--- config.mk ---
export PLATFORM = sky130hd
export DESIGN_NAME = full_adder
export DESIGN_NICKNAME = d
export VERILOG_FILES = /design/src/rtl/full_adder_pkg.sv /design/src/rtl/full_adder_bit.sv /design/src/rtl/full_adder.sv
export SDC_FILE = /design/constraint.sdc
export NUM_CORES = 1
export LEC_CHECK = 0
export ABC_AREA = 0
export BUFFER_PORTS_ARGS = -buffer_cell sky130_fd_sc_hd__buf_2
export CORE_AREA = 5 5 42 44
export DETAILED_ROUTE_END_ITERATION = 10
export DIE_AREA = 0 0 47 49
export PLACE_DENSITY = 0.38
export SLEW_MARGIN = 20
export SYNTH_ARGS = -nofsm -noshare
export SYNTH_HDL_FRONTEND = slang
export SYNTH_HIERARCHICAL = 1
export SYNTH_SLANG_ARGS = --single-unit
--- constraint.sdc ---
create_clock -name clk -period 1 [get_ports clk]
set_input_delay 0.15 -clock clk [delete_from_list [all_inputs] [get_ports clk]]
set_output_delay 0.15 -clock clk [all_outputs]
set_load 0.02 [all_outputs]
--- src/rtl/full_adder_pkg.sv ---
// Shared definitions for the full_adder slice: width limit, result type and a
// golden reference function for benches.
package full_adder_pkg;

    localparam int FA_MAX_WIDTH = 64;

    // Widest possible exact result: carry bit on top of FA_MAX_WIDTH sum bits.
    typedef logic [FA_MAX_WIDTH:0] fa_result_t;

    function automatic fa_result_t fa_ref(
        input logic [FA_MAX_WIDTH-1:0] a,
        input logic [FA_MAX_WIDTH-1:0] b,
        input logic                    cin
    );
        fa_result_t r;
        r = {1'b0, a} + {1'b0, b} + {{FA_MAX_WIDTH{1'b0}}, cin};
        return r;
    endfunction

endpackage

--- src/rtl/full_adder_bit.sv ---
// Combinational 1-bit full-adder cell; chained by full_adder to form the ripple.
module full_adder_bit (
    input  logic a,
    input  logic b,
    input  logic cin,
    output logic s,
    output logic cout
);

    logic w_p;

    assign w_p  = a ^ b;
    assign s    = w_p ^ cin;
    assign cout = (a & b) | (cin & w_p);

endmodule

--- src/rtl/full_adder.sv ---
// Registered WIDTH-bit ripple-carry adder: {CARRY,SUM} = A + B + C_IN, 1-cycle latency.
// Optional macro FULL_ADDER_OVERFLOW_EN adds a registered signed-overflow output OVF.
module full_adder
    import full_adder_pkg::*;
#(
    parameter int WIDTH = 1
) (
    input  logic             clk,
    input  logic             rst_n,
    input  logic             in_valid,
    input  logic [WIDTH-1:0] A,
    input  logic [WIDTH-1:0] B,
    input  logic             C_IN,
    output logic [WIDTH-1:0] SUM,
    output logic             CARRY,
`ifdef FULL_ADDER_OVERFLOW_EN
    output logic             OVF,
`endif
    output logic             out_valid
);

    // Handshake: in_valid qualifies A/B/C_IN for one cycle; there is no ready,
    // so out_valid pulses exactly one cycle later and every result must be taken.

    logic [WIDTH-1:0] w_sum;
    logic             w_carry_msb;
    logic             w_carry_into_msb;

    logic [WIDTH-1:0] r_sum;
    logic             r_carry;
    logic             r_valid;

    // Each bit cell keeps its own carry nets so the ripple is a clean chain.
    for (genvar gi = 0; gi < WIDTH; gi++) begin : g_bit
        logic w_cin;
        logic w_cout;

        if (gi == 0) begin : g_first
            assign w_cin = C_IN;
        end else begin : g_rest
            assign w_cin = g_bit[gi-1].w_cout;
        end

        full_adder_bit u_bit (
            .a    (A[gi]),
            .b    (B[gi]),
            .cin  (w_cin),
            .s    (w_sum[gi]),
            .cout (w_cout)
        );
    end

    assign w_carry_msb      = g_bit[WIDTH-1].w_cout;
    assign w_carry_into_msb = g_bit[WIDTH-1].w_cin;

    // Operands are only sampled under in_valid, so X on idle inputs never reaches a flop.
    always_ff @(posedge clk or negedge rst_n) begin
        if (!rst_n) begin
            r_sum   <= '0;
            r_carry <= 1'b0;
            r_valid <= 1'b0;
        end else begin
            r_valid <= in_valid;
            if (in_valid) begin
                r_sum   <= w_sum;
                r_carry <= w_carry_msb;
            end
        end
    end

    assign SUM       = r_sum;
    assign CARRY     = r_carry;
    assign out_valid = r_valid;

`ifdef FULL_ADDER_OVERFLOW_EN
    logic r_ovf;

    always_ff @(posedge clk or negedge rst_n) begin
        if (!rst_n) begin
            r_ovf <= 1'b0;
        end else if (in_valid) begin
            r_ovf <= w_carry_msb ^ w_carry_into_msb;
        end
    end

    assign OVF = r_ovf;
`else
    logic w_unused_carry;
    assign w_unused_carry = w_carry_into_msb;
`endif

endmodule

==> results.sh <==
export IMPL_syn_inst=6
export IMPL_core_rowCount=14
export IMPL_clock_sinks=3
export IMPL_critPathRequiredTime_ns=0.85
export IMPL_drtPass1Iterations=2
export IMPL_p_leak_nw=0.1009
export IMPL_port_buffers=8
export IMPL_cts_setup_buffers=0
export IMPL_start_util=0.08393
export IMPL_grt_usage=0.04164
export IMPL_cp_num_buf_inv=1
export IMPL_die_width_um=47
export IMPL_period_needed_ns=0.9116
export IMPL_grt_pass1_vias=146
export IMPL_syn2layout_area_growth_pct=81.91
export IMPL_antenna_found_initial=0
export IMPL_arrival_ns=0.76
export IMPL_synth_avg_cell_area_um2=19.60
export IMPL_powerDensity_mw_per_mm2=2013
export IMPL_drv_slew=0
export IMPL_clk_latency_ns=0.23
export IMPL_yosys_area_share_simple=0
export IMPL_cp_max_fo=2
export IMPL_ys_warn_count=6
export IMPL_slowest_stage="dfrtp_1"
export IMPL_synth_compound_area_frac=0
export IMPL_hp_class="input port to flop"
export IMPL_synth_top_family_by_area="multiplexers"
export IMPL_antenna_left=0
export IMPL_reg2regPathDepth=1
export IMPL_maxCapViolCount=0
export IMPL_ioPinCount=9
export IMPL_cp_num_cells=1
export IMPL_critPathTopFamily="flip-flops"
export IMPL_cts_buffers_inserted=3
export IMPL_netlist_cell_type_count=3
export IMPL_synthesis_nets=13
export IMPL_worst_hold_path_num_cells=1
export IMPL_tightest_slew_ns=0.1105
export IMPL_fmax_mhz=1097
export IMPL_netlist_area_um2=117.6
export IMPL_core_mm2=0.001401
export IMPL_wire_per_inst_um=9.429
export IMPL_crit_type="flop to output port"
export IMPL_rsz0062_at_grt="false"
export IMPL_setup_viol_count_final=0
export IMPL_cts_resized_gates=0
export IMPL_grt_max_degree=4
export IMPL_yosysSeqAreaShare=0.6383
export IMPL_fp_dieH_um=49
export IMPL_ys_ff_latch=3
export IMPL_avgViaCountPerCell=2.971
export IMPL_synthMuxAreaShare=0.1915
export IMPL_final_setup_skew_ns=0
export IMPL_wirelength_um=330
export IMPL_dieArea_mm2=0.002303
export IMPL_status="finished clean"
export IMPL_hold_violations=0
export IMPL_holdWs_ns=0.06975
export IMPL_peakVddDrop_mv=0.2486
export IMPL_vias=104
export IMPL_cts_htree_levels=1
export IMPL_routabilityCongestion=0.6222
export IMPL_worstSetupStartpointType="flop"
export IMPL_slew_headroom=0.9269
export IMPL_crit_path_cell_trace="buf_2"
export IMPL_drive_gt1_frac=0.6842
export IMPL_drt_iter0_drc=2
export IMPL_synthAdderAreaFrac=0.1702
export IMPL_drc_errors=0
export IMPL_reg2reg_slack_ns=0.26
export IMPL_period_share=0.9116
export IMPL_cts_buffer_depth=2
export IMPL_num_antenna_cells=0
export IMPL_grt_overflow_total=0
export IMPL_cts_root_buffer="clkbuf_4"
export IMPL_path_clk_slew_ns=0.04
export IMPL_endpoint_kind="output port"
export IMPL_max_stage_delay_ns=0.37
export IMPL_grt_first_pass_wirelength_um=545
export IMPL_finalPower_uw=430.6
export IMPL_cts_tree="yes"
export IMPL_synth_xor_area_frac=0
export IMPL_nets=27
per-layer routing:
layer	vias up	track usage	part of all wire
li1	46	-	-
met1	46	0.03319	0.37
met2	10	0.04072	0.35
met3	2	0.04059	0.22
met4	0	0.06912	0.052
met5	-	0	0
flip-flops by register name, summed over array words and instances (netlist names):
register and flops:
CARRY 1, SUM 1, out_valid 1
synthesized netlist by cell type:
library cell | instances | area [µm²]
dfrtp_1 | 3 | 75.07
fa_1 | 1 | 20.02
mux2_2 | 2 | 22.52
area by class of cell:
cell class	count	area (µm²)
Fill cell	168	1187
Sequential cell	3	75.07
Timing Repair Buffer	9	50.05
Multi-Input combinational cell	3	42.54
Clock buffer	4	26.28
Tap cell	16	20.02
power by group:
| group | total, mW | switching [mW] | internal (mW) |
|---|---|---|---|
| Clock | 0.214 | 0.0644 | 0.150 |
| Sequential | 0.144 | 0.00703 | 0.137 |
| Combinational | 0.0721 | 0.0386 | 0.0335 |
cell families after synthesis:
group,count (synthesis)
DFF,3
muxes,2
adders and majority gates,1
metrics by stage:
step	utilization	setup TNS [ns]	instances	area, µm²	setup WS (ns)
4_1_cts	0.1527	0	35	214.0	0.07482
2_1_floorplan	-	0	6	117.6	0.02408
3_3_place_gp	0.1268	-0.1556	30	177.7	-0.09974
5_1_grt	0.1527	0	35	214.0	0.06139
6_report	0.1527	0	35	214.0	0.08844
3_5_place_dp	0.1268	-0.1621	30	177.7	-0.1190
what timing repair did:
action,in CTS,in global routing
hold endpoints to repair,3,0
setup endpoints to repair,0,0
hold buffers,1,0
final timing paths:
path                       startpoint        end
max reg2reg                       SUM        SUM
max                               SUM        SUM
max in group asynchronous       rst_n        SUM
min in group asynchronous       rst_n      CARRY
min                          in_valid  out_valid
min reg2reg                     CARRY      CARRY
layout by cell type, fill, tap and decap left out:
cell,count
buf_2,8
clkbuf_1,1
clkbuf_4,3
dfrtp_1,3
dlygate4sd3_1,1
fa_1,1
mux2_2,2
No activity file was read; power rests on OpenSTA's default activity.
